File: src/rtl/counter_pkg.sv
// counter_pkg: shared state encoding and base-field constants for cascade_counter.
package counter_pkg;
  typedef enum logic [1:0] {
    STOPPED = 2'b00,
    RUNNING = 2'b01,
    EXPIRED = 2'b10
  } state_t;
  localparam int BASE_FIELD_W = 8;
  localparam logic [31:0] MMSS_BASES = 32'h06_0A_06_0A;
endpackage

File: src/rtl/digit_cell.sv
// digit_cell: one base-BASE digit with clamped parallel load and up/down step.
module digit_cell #(
  parameter int BASE = 10,
  parameter int DIGIT_BITS = 4
) (
  input  logic                  clk,
  input  logic                  rst,
  input  logic                  step,
  input  logic                  up_down,
  input  logic                  load,
  input  logic [DIGIT_BITS-1:0] load_value,
  output logic [DIGIT_BITS-1:0] digit,
  output logic                  at_terminal
);
  localparam logic [DIGIT_BITS-1:0] MAX = DIGIT_BITS'(BASE - 1);
  logic [DIGIT_BITS-1:0] nxt;
  assign at_terminal = up_down ? digit == MAX : digit == '0;
  assign nxt = up_down ? (digit == MAX ? '0 : digit + 1'b1) : (digit == '0 ? MAX : digit - 1'b1);
  always_ff @(posedge clk) begin
    if (!rst) digit <= '0;
    else if (load) digit <= load_value > MAX ? MAX : load_value;
    else if (step) digit <= nxt;
  end
endmodule

File: src/rtl/cascade_counter.sv
// cascade_counter: chained mixed-radix up/down counter with run/stop/expire FSM.
// Optional lap capture port set enabled by CASCADE_COUNTER_LAP_CAPTURE_EN.
module cascade_counter
  import counter_pkg::*;
#(
  parameter int NUM_DIGITS = 4,
  parameter int DIGIT_BITS = 4,
  parameter logic [BASE_FIELD_W*NUM_DIGITS-1:0] BASES = (BASE_FIELD_W*NUM_DIGITS)'(MMSS_BASES),
  parameter bit STOP_AT_ZERO = 1'b1
) (
  input  logic                             clk,
  input  logic                             rst,
  input  logic                             tick,
  input  logic                             up_down,
  input  logic                             start,
  input  logic                             stop,
  input  logic                             load,
  input  logic [NUM_DIGITS*DIGIT_BITS-1:0] load_value,
  output logic [NUM_DIGITS*DIGIT_BITS-1:0] digits,
  output logic                             running,
  output logic                             expired,
  output logic                             terminal,
  output logic                             carry_out
`ifdef CASCADE_COUNTER_LAP_CAPTURE_EN
  ,
  input  logic                             lap,
  output logic [NUM_DIGITS*DIGIT_BITS-1:0] lap_digits,
  output logic                             lap_valid
`endif
);
  state_t state, state_n;
  logic [NUM_DIGITS-1:0] term, low_term;
  logic honour, hold, carry_n;
  assign terminal = &term;
  assign honour = state == RUNNING && tick && !load && !stop;
  // a down-count from all-zero freezes the digits instead of wrapping
  assign hold = terminal && !up_down && STOP_AT_ZERO;
  assign carry_n = honour && terminal && !hold;
  assign running = state == RUNNING;
  assign expired = state == EXPIRED;
  for (genvar i = 0; i < NUM_DIGITS; i++) begin : g_digit
    if (i == 0) begin : g_lsd
      assign low_term[i] = 1'b1;
    end else begin : g_upper
      assign low_term[i] = &term[i-1:0];
    end
    digit_cell #(
      .BASE(int'(BASES[BASE_FIELD_W*i +: BASE_FIELD_W])),
      .DIGIT_BITS(DIGIT_BITS)
    ) u_cell (
      .clk(clk),
      .rst(rst),
      .step(honour && !hold && low_term[i]),
      .up_down(up_down),
      .load(load),
      .load_value(load_value[DIGIT_BITS*i +: DIGIT_BITS]),
      .digit(digits[DIGIT_BITS*i +: DIGIT_BITS]),
      .at_terminal(term[i])
    );
  end
  always_comb begin
    state_n = state;
    if (load) state_n = STOPPED;
    else if (stop) state_n = state == RUNNING ? STOPPED : state;
    else if (start && state == STOPPED) state_n = RUNNING;
    else if (honour && hold) state_n = EXPIRED;
  end
  always_ff @(posedge clk) begin
    if (!rst) begin
      state <= STOPPED;
      carry_out <= 1'b0;
    end else begin
      state <= state_n;
      carry_out <= carry_n;
    end
  end
`ifdef CASCADE_COUNTER_LAP_CAPTURE_EN
  always_ff @(posedge clk) begin
    if (!rst) begin
      lap_digits <= '0;
      lap_valid <= 1'b0;
    end else begin
      if (lap) lap_digits <= digits;
      lap_valid <= lap || (lap_valid && !load);
    end
  end
`endif
endmodule
File: config.mk
export PLATFORM = sky130hd
export DESIGN_NAME = cascade_counter
export DESIGN_NICKNAME = d
export VERILOG_FILES = /design/src/rtl/counter_pkg.sv /design/src/rtl/digit_cell.sv /design/src/rtl/cascade_counter.sv
export SDC_FILE = /design/constraint.sdc
export NUM_CORES = 1
export LEC_CHECK = 0
export ABC_AREA = 1
export CAP_MARGIN = 25
export CORE_UTILIZATION = 39
export DETAILED_ROUTE_END_ITERATION = 10
export GPL_TIMING_DRIVEN = 0
export HOLD_SLACK_MARGIN = 0.05
export PLACE_DENSITY = 0.67
export SYNTH_ARGS = -nofsm -noshare
export SYNTH_HDL_FRONTEND = slang
export SYNTH_SLANG_ARGS = --single-unit
File: constraint.sdc
create_clock -name clk -period 1.6 [get_ports clk]
set_input_delay 0.48 -clock clk [delete_from_list [all_inputs] [get_ports clk]]
set_output_delay 0.48 -clock clk [all_outputs]
set_load 0.1 [all_outputs]
# Yosys cells after proc, flatten, opt, wreduce, memory -nomap -nowiden
# Index checks and enable logic that the tools add are counted.
[op_classes]
n_reduce_logical = 31
add_sub_neg = 8
bitwise = 1
mux = 32
magnitude_cmp = 4
n_eq_ne = 7
[op_table]
columns = ["op", "count"]
rows = [
  ["$mux 4", 24],
  ["$add 4x1->4 const B", 4],
  ["$logic_not 4->1", 4],
  ["$sub 4x1->4 const B", 4],
  ["$logic_and 1x1->1", 12],
  ["$eq 4x3->1 const B", 2],
  ["$eq 4x4->1 const B", 2],
  ["$gt 4x3->1 const B", 2],
  ["$gt 4x4->1 const B", 2],
  ["$mux 2", 4],
  ["$reduce_bool 2->1", 4],
  ["$logic_not 1->1", 4],
  ["$mux 1", 4],
  ["$reduce_and 2->1", 2],
  ["$reduce_and 4->1", 1],
  ["$reduce_and 3->1", 1],
  ["$reduce_bool 3->1", 1],
  ["$eq 2x1->1 const B", 1],
  ["$eq 2x2->1 const B", 1],
  ["$logic_not 2->1", 1],
  ["$ne 2x1->1 const B", 1],
  ["$reduce_or 2->1", 1],
  ["$not 1->1", 1],
]
[word_totals]
input_bits = 23
out_inout_bits = 20
elab_cells = 89
regBits = 19

# Depth between registers and ports, before layout
# Gate-level depths: netlist of the first run.
[logic_depth]
ltp_word = 9
depth_mapped = 13
depth_no_buf = 13

# By module
# Synthesis of the first run repeated with hierarchy kept, for this count alone.
[hier_totals]
hier_cells = 282
hier_area_um2 = 1656.6
[by_module_without_submodules]
columns = ["mod", "cells_per_inst", "area_each_um2", "seq_area_each_um2", "n_inst"]
rows = [
  ["digit_cell (g_digit[0].u_cell ...)", 61, 382.9, 80.1, 2],
  ["digit_cell (g_digit[1].u_cell ...)", 62, 339.1, 80.1, 2],
  ["cascade_counter", 36, 212.7, 60.1, 1],
]

# Worst setup path before layout of the first run
# Ideal clock, no wire load.
[synth_path]
path_kind = "flip-flop to output port"
from = "register g_digit[0].u_cell.digit[3]"
to = "output terminal"
stages_incl_launch_ff = 9
t_required_ps = 1120
path_buffers = 0
setup_slack_ps = -2622
arrival_ps = 3742
path_cell_list = "dfxtp_1 -> inv_2 -> nor2_2 -> nand2_1 -> nand2_2 -> nand2_4 -> nor2_8 -> inv_2 -> nor3_1"
[synth_via]
elab_chain_cells = 3
elab_cells_between_ends = 4
classes_between = "eq/ne (1); mux (1); reduce/logical (2)"
[synth_rtl]
columns = ["element", "line", "rtl"]
rows = [
  ["start: declaration", "digit_cell.sv:12", "output logic [DIGIT_BITS-1:0] digit,"],
  ["start signal: assignment", "digit_cell.sv:21", "else if (load) digit <= load_value > MAX ? MAX : load_value;"],
  ["start signal: assignment", "digit_cell.sv:22", "else if (step) digit <= nxt;"],
  ["$eq 4x4->1 or $logic_not 4->1 (tied branches)", "digit_cell.sv:17", "assign at_terminal = up_down ? digit == MAX : digit == '0;"],
  ["$mux 1 (*)", "digit_cell.sv:17", ""],
  ["$reduce_and 4->1 (*)", "cascade_counter.sv:34", "assign terminal = &term;"],
  ["end: declaration", "cascade_counter.sv:22", "output logic terminal,"],
]
# Every way passes the cells marked *; elsewhere a longest branch is shown, timed or not.

# Final worst setup path of the first run
[layout_path]
from = "register g_digit[0].u_cell.digit[0]"
to = "output terminal"
# Same word-level chain as after synthesis.

==> results of run 1 <==
power by group:
part	total [mW]	internal [mW]	leakage [nW]	switching [mW]
clock network	0.362	0.174	0.0255	0.188
registers	0.555	0.501	0.167	0.0538
logic	0.810	0.277	1.01	0.533
area by class of cell:
type | count | area (um^2)
inverters | 35 | 150.1
clock inverters | 1 | 5.005
well taps | 50 | 62.56
repair buffers | 66 | 550.5
multi-input cells | 212 | 1251
clock buffers | 3 | 41.29
fillers | 379 | 1445
plain buffers | 9 | 52.55
flip-flops and latches | 19 | 441.7
how the worst max path moves through the flow:
stage               depth (start not counted)  slack [ps]  endpoint                                    start
global route                                9        -550  terminal  g_digit[0].u_cell.digit[0]$_SDFFE_PN0P_
CTS                                         9        -460  terminal  g_digit[0].u_cell.digit[0]$_SDFFE_PN0P_
finish                                      9        -470  terminal  g_digit[0].u_cell.digit[0]$_SDFFE_PN0P_
global placement                            9       -1970  terminal                                  up_down
floorplan                                   8        -810  terminal  g_digit[0].u_cell.digit[3]$_SDFFE_PN0P_
detailed placement                          9       -1970  terminal                                  up_down
metrics by stage:
stage / hold slack, ps / util [%] / cell area [um^2]
2_1_floorplan: 494.8 / - / 1744
3_3_place_gp: 517.2 / 55.18 / 2207
4_1_cts: 499.7 / 60.15 / 2406
3_5_place_dp: 516.3 / 55.18 / 2207
5_1_grt: 552.4 / 63.87 / 2555
6_report: 514.4 / 63.87 / 2555
repair_timing:
action / in CTS / in global routing
pin swaps: 12 / 15
setup endpoints to repair: 39 / 23
resized for setup: 138 / 34
setup buffers: 19 / 9
hold endpoints to repair: 0 / 0
cell families after synthesis:
kind of cell / after synthesis / synth area share, %
DFF: 19 / 23.42
buffers and inverters: 44 / 11.17
and+or+nand+nor: 157 / 45.46
AOI/OAI and AO/OA: 50 / 17.26
xor gates and xnor gates: 5 / 2.696
registers in the layout, summed over array words and instances, names as in the netlist:
name and flops:
carry_out 1, g_digit.u_cell.digit 16, state 2
cell usage after synthesis, types with 3 or more instances:
library cell and count:
o21ai_0 23, nand4_1 5, buf_2 4, nand3_1 20
inv_1 28, a21oi_1 14, nand2_2 6, a22oi_1 3
xor2_1 5, dfxtp_1 19, a31oi_1 3, nand2_1 60
nor2_2 4, nor2_1 46, nand3_2 3, inv_2 6
nor3_1 6
critical path: cells and delay by family (launching register included):
family,cells,cell delay (ps)
AND/OR/NAND/NOR,6,630
buffers and inverters,3,290
flip-flops,1,400
routing by layer:
layer | GRT usage [%] | vias to the layer above
met2 | 40.69 | 51
met3 | 2.226 | 4
li1 | - | 1050
met4 | 8.245 | 0
met5 | 0 | -
met1 | 30.91 | 865
==> flow_summary_export.csv, run 1 <==
group,metric,value,unit
run_status,outcome,"finished, violations left",
run_status,failing_checks,"setup timing",
clocking,cts_max_level,1,
layout,area_growth,57.32,%
critical_path,setup.worst_path.class,"flip-flop to output pin",
pwr,power_density,675.9,nW/um^2
critical_path,critical_path.endpoint_type,"output pin",
critical_path,reg2reg_to,"g_digit[0].u_cell.digit[0]$_SDFFE_PN0P_",
logic_synthesis,synth_area_per_cell,5.906,um^2
hold_path,worst_hold_startpoint,"state[0]$_SDFFE_PP0P_",
pwr,worst_ir_drop_vdd,0.4030,mV
layout,n_antenna_cell,0,
detailed_routing,dr_wl_met2,2331,um
detailed_routing,wl_met3,181,um
global_routing,grt_pass1_wl,8073,um
critical_path,worst_path_most_repeated_cell,"inv_4",
pwr,design_power_total,1.727,mW
clocking,worstSkewPairLatency,270,ps
global_routing,grt_pass1_vias,1833,
die,row_count,23,
logic_synthesis,synth_edf_count,0,
logic_synthesis,synth-main-ff-cell,"dfxtp_1",
critical_path,critical_path.cell_chain,"inv_4 > nor2_2 > nand2_1 > nand2_2 > nand2_4 > nor2_8 > inv_4 > nor3_4 > buf_12",
die,io_pins,43,
die,fp.dieW,66.53,um
critical_path,worstPathArrival,1590,ps
logic_synthesis,synth.top_cells.by_area,"dfxtp_1 23%, nand2_1 14%, nor2_1 11%, o21ai_0 7.1%, inv_1 6.5%",
critical_path,worst_reg_to_reg_setup_slack,-180,ps
logic_synthesis,share_of_yosys_cell_area_claimed_by_the_top_area_cell_type,23.42,%
critical_path,critical-path-slowest-cell,"dfxtp_4",
clocking,register_clock_pin_slew_on_the_reported_worst_setup_and_hold_paths,90,ps
sta,final-max-slew-violation-count,0,
sta,fin_crit_sh,129.4,%
critical_path,critical_path.max_stage_delay,400,ps
logic_synthesis,synthesis.area,1624,um^2
pwr,static-leakage-power,1.199,nW
global_routing,groute.usage.overall,23.78,%
logic_synthesis,seq_area_frac_synth,23.42,%
detailed_routing,postRouteWirelength,4843,um
sta,totalNegativeSetupSlack,-2378,ps
clocking,cts_inserted_buffers,3,
detailed_routing,vias_per_cell,4.987,
sta,slew_headroom,62.93,%
logic_synthesis,yosysWarningCount,0,
layout,fraction_of_layout_instances_using_a_drive_strength_above_1,40.00,%
clocking,cts_root_buffer,"clkbuf_8",
sta,timing_hold_violations_final,0,
layout,final_common_cell,"nand2_1",
global_routing,grt-ovfl-total,0,
critical_path,crit-reg2reg-launch,"g_digit[0].u_cell.digit[0]$_SDFFE_PN0P_",
hold_path,min_delay_worst_endpoint,"state[0]$_SDFFE_PP0P_",
critical_path,critical_path_required,1120,ps
placed_design,gp_congestion,0.8669,
sta,maxClockFrequency,483.1,MHz
placed_design,cell_count_post_placement,365,
die,design.die.area,4426,um^2
clocking,tritoncts,"built",
logic_synthesis,synth_seq_cells,19,
clocking,number_of_hold_buffers_added_after_cts,0,
logic_synthesis,async_reset_ff_share,0,%
run,cap_viol_max_count,0,
die,design.core.area,4000,um^2
critical_path,timing.critical_path.fanout_max,4,
detailed_routing,drtAntennaViolNets,0,
placed_design,post_place_setup_slack,-1971,ps
sta,period_needed,2070,ps
layout,post_layout_nonfiller_instances,395,
detailed_routing,first_iter_violations,120,
detailed_routing,post-route-drc-count,0,
critical_path,worst_r2r_path_depth,15,
clocking,clock_sinks,19,
placed_design,place_hpwl,3197,um
global_routing,antenna_found_initial,0,
logic_synthesis,yosysTopAreaCell,"dfxtp_1",
sta,slack_of_the_critical_path,-470.0,ps
placed_design,port_buffers,40,
detailed_routing,route.top_layer_used,"met4",
critical_path,critPathLaunchType,"flip-flop",
die,die-height,66.53,um
logic_synthesis,gate_count_of_the_mapped_netlist,275,
die,start_util,40.60,%
detailed_routing,drt-pass1-iter-count,4,
clocking,max-clock-path-buffers,2,
sta,setup_violations,17,
global_routing,grt_start_max_net_pins,12,
logic_synthesis,postSynthNetCount,298,
logic_synthesis,post_synth_num_cell_types,33,
hold_path,hold_class,"flip-flop to flip-flop",
detailed_routing,detailroute.via_count,1970,
sta,rsz_0062_raised_after_global_routing,"yes",
hold_path,holdPathStages,2,
sta,worst_slew_pin_slew,556.0,ps
layout,layout_nets,369,
detailed_routing,routed_wire_length_per_instance,12.26,um
sta,clock-skew-final,14.40,ps
layout,most-common-layout-cells,"53 x nand2_1, 37 x nor2_1, 28 x buf_4",
detailed_routing,met1_length,2297,um
No activity file was read; power rests on OpenSTA's default activity.
==> run 2: changes to the inputs <==
SYNTH_HIERARCHICAL = 1   (was default)
==> flow_summary_export.csv, run 2 <==
group,metric,value,unit
critical_path,critical_path.endpoint_type,"output pin",
global_routing,grt_pass1_vias,1690,
clocking,cts_inserted_buffers,3,
die,start_util,41.12,%
die,fp.dieW,67.18,um
placed_design,post_place_setup_slack,-2134,ps
run_status,failing_checks,"setup timing",
critical_path,crit-reg2reg-launch,"g_digit[0].u_cell/digit[2]$_SDFFE_PN0P_",
logic_synthesis,share_of_yosys_cell_area_claimed_by_the_top_area_cell_type,22.96,%
layout,largest_register_ffs,16,
sta,timing_hold_violations_final,0,
sta,slack_of_the_critical_path,-427.8,ps
detailed_routing,post-route-drc-count,0,
global_routing,antenna_found_initial,0,
critical_path,critical_path_required,1120,ps
logic_synthesis,synth-main-ff-cell,"dfxtp_1",
sta,fin_crit_sh,126.7,%
pwr,design_power_total,1.643,mW
critical_path,critical_path.startpoint,"g_digit[2].u_cell/digit[1]$_SDFFE_PN0P_",
detailed_routing,drt-pass1-iter-count,4,
clocking,tritoncts,"built",
pwr,power_density,624.5,nW/um^2
placed_design,place_hpwl,2893,um
die,io_pins,43,
logic_synthesis,synth_seq_cells,19,
sta,clock-skew-final,1.365,ps
die,row_count,23,
detailed_routing,vias_per_cell,4.958,
clocking,worstSkewPairLatency,260,ps
logic_synthesis,post_synth_num_cell_types,23,
layout,most-common-layout-cells,"72 x nand2_1, 26 x inv_1, 21 x buf_4",
critical_path,worst_r2r_path_depth,15,
placed_design,gp_congestion,0.7766,
logic_synthesis,synth_edf_count,0,
clocking,register_clock_pin_slew_on_the_reported_worst_setup_and_hold_paths,80,ps
global_routing,groute.usage.overall,20.29,%
logic_synthesis,postSynthNetCount,305,
hold_path,min_delay_worst_endpoint,"g_digit[3].u_cell/digit[3]$_SDFFE_PN0P_",
pwr,static-leakage-power,1.167,nW
placed_design,port_buffers,42,
logic_synthesis,synthesis.area,1657,um^2
layout,n_fill_cell,374,
logic_synthesis,yosysTopAreaCell,"dfxtp_1",
sta,worst_slew_pin_slew,946.7,ps
sta,slew_headroom,37.14,%
layout,layout_nets,374,
logic_synthesis,synth.top_cells.by_area,"dfxtp_1 23%, nand2_1 18%, inv_1 8.6%, a21oi_1 7.9%, nor2_1 7.0%",
logic_synthesis,yosysWarningCount,6,
placed_design,placement.cell_area,2251,um^2
detailed_routing,drtAntennaViolNets,0,
critical_path,reg2reg_to,"g_digit[2].u_cell/digit[1]$_SDFFE_PN0P_",
critical_path,setup.worst_path.class,"flip-flop to output pin",
detailed_routing,postRouteWirelength,4541,um
sta,maxClockFrequency,493.2,MHz
detailed_routing,first_iter_violations,105,
hold_path,worst_hold_startpoint,"g_digit[3].u_cell/digit[3]$_SDFFE_PN0P_",
detailed_routing,detailroute.via_count,1983,
layout,final_common_cell,"nand2_1",
die,die-height,67.18,um
sta,setup_violations,19,
detailed_routing,wl_met3,204,um
clocking,max-clock-path-buffers,2,
global_routing,grt-ovfl-total,0,
critical_path,worstPathArrival,1550,ps
detailed_routing,met1_length,2096,um
layout,finalCoreUtilization,65.31,%
layout,n_antenna_cell,0,
logic_synthesis,gate_count_of_the_mapped_netlist,282,
sta,rsz_0062_raised_after_global_routing,"yes",
detailed_routing,route.top_layer_used,"met4",
sta,period_needed,2028,ps
hold_path,holdPathStages,2,
die,design.die.area,4512,um^2
critical_path,timing.critical_path.fanout_max,3,
detailed_routing,routed_wire_length_per_instance,11.35,um
global_routing,grt_pass1_wl,7120,um
critical_path,critical_path.max_stage_delay,350,ps
critical_path,critical_path.cell_chain,"buf_8 > inv_2 > nand2_2 > nor2_4 > nor2_2 > a21oi_2 > nand2_2 > nor2_4 > buf_12",
clocking,cts_root_buffer,"clkbuf_8",
clocking,clock_sinks,19,
detailed_routing,dr_wl_met2,2222,um
run_status,outcome,"finished, violations left",
clocking,cts_max_level,1,
pwr,worst_ir_drop_vdd,0.3929,mV
layout,fraction_of_layout_instances_using_a_drive_strength_above_1,40.57,%
logic_synthesis,synth_area_per_cell,5.874,um^2
clocking,number_of_hold_buffers_added_after_cts,0,
layout,reg_top3,"g_digit.u_cell/digit (16), state (2), carry_out (1)",
run,cap_viol_max_count,0,
global_routing,grt_start_max_net_pins,20,
layout,largest-register,"g_digit.u_cell/digit",
logic_synthesis,post-synth-top-count-cell,"nand2_1",
logic_synthesis,async_reset_ff_share,0,%
layout,area_growth,58.84,%
die,design.core.area,4029,um^2
critical_path,worst_reg_to_reg_setup_slack,-420,ps
sta,final-max-slew-violation-count,0,
hold_path,hold_class,"flip-flop to flip-flop",
logic_synthesis,seq_area_frac_synth,22.96,%
critical_path,critical-path-slowest-cell,"dfxtp_4",
critical_path,critPathLaunchType,"flip-flop",
layout,final_cell_area,2631,um^2
logic_synthesis,commonest_cells_in_the_synthesized_netlist,"80 x nand2_1, 38 x inv_1, 31 x nor2_1, 26 x a21oi_1, 19 x dfxtp_1",
[run 2: cells by family (layout without fill, tap and decap cells)]
family	Yosys count	in the layout	synth area share (%)
AND/OR/NAND/NOR	154	154	42.82
AO/OA/AOI/OAI	59	59	19.86
buffers and inverters	46	114	12.24
flip-flops	19	19	22.96
XOR/XNOR	4	4	2.115
[run 2: layer usage]
layer / vias up / track usage, %
met3: 2 / 2.534
met4: 0 / 5.585
met2: 42 / 35.25
met5: - / 0
li1: 1059 / -
met1: 880 / 26.10
[run 2: power breakdown]
| part | switching (mW) | internal (mW) |
|---|---|---|
| sequential | 0.0527 | 0.497 |
| combinational | 0.477 | 0.266 |
| clock | 0.177 | 0.173 |
[run 2: worst max path at each step]
stage / endpoint / slack, ps / cells after the start
after floorplan: terminal / -550 / 7
after global placement: terminal / -2170 / 6
after detailed placement: terminal / -2130 / 6
after CTS: terminal / -440 / 9
after global routing: g_digit[2].u_cell/digit[1]$_SDFFE_PN0P_ / -520 / 15
final: terminal / -430 / 9
[run 2: area by class of cell]
type | instances | area, um^2 | share of cell area, %
clock inverter | 1 | 5.005 | 0.1902
multi-input combinational | 217 | 1314 | 49.93
sequential | 19 | 431.7 | 16.41
buffer | 2 | 30.03 | 1.141
tap | 50 | 62.56 | 2.378
timing repair buffer | 66 | 576.8 | 21.92
inverter | 42 | 170.2 | 6.467
clock buffer | 3 | 41.29 | 1.569
[run 2: stage by stage]
step / hold slack (ps) / std cells / TNS [ps]
after global routing: 547.2 / 400 / -7580
after detailed placement: 499.6 / 374 / -34200
after global placement: 494.3 / 374 / -35060
final: 508.8 / 400 / -5813
after floorplan: 498.2 / 282 / -7587
after CTS: 509.3 / 393 / -5698
[run 2: worst max-delay path, delay by kind of cell, from the launching register on]
kind                   cells  cell delay, ps
and+or+nand+nor            5             460
DFF                        1             350
buffers and inverters      3             350
AOI/OAI and AO/OA          1             120
[run 2: what timing repair did]
action                     4_1_cts  5_1_grt
setup buffers                   15       12
pin swaps                       22       26
resized for setup              154       40
setup endpoints to repair       39       23
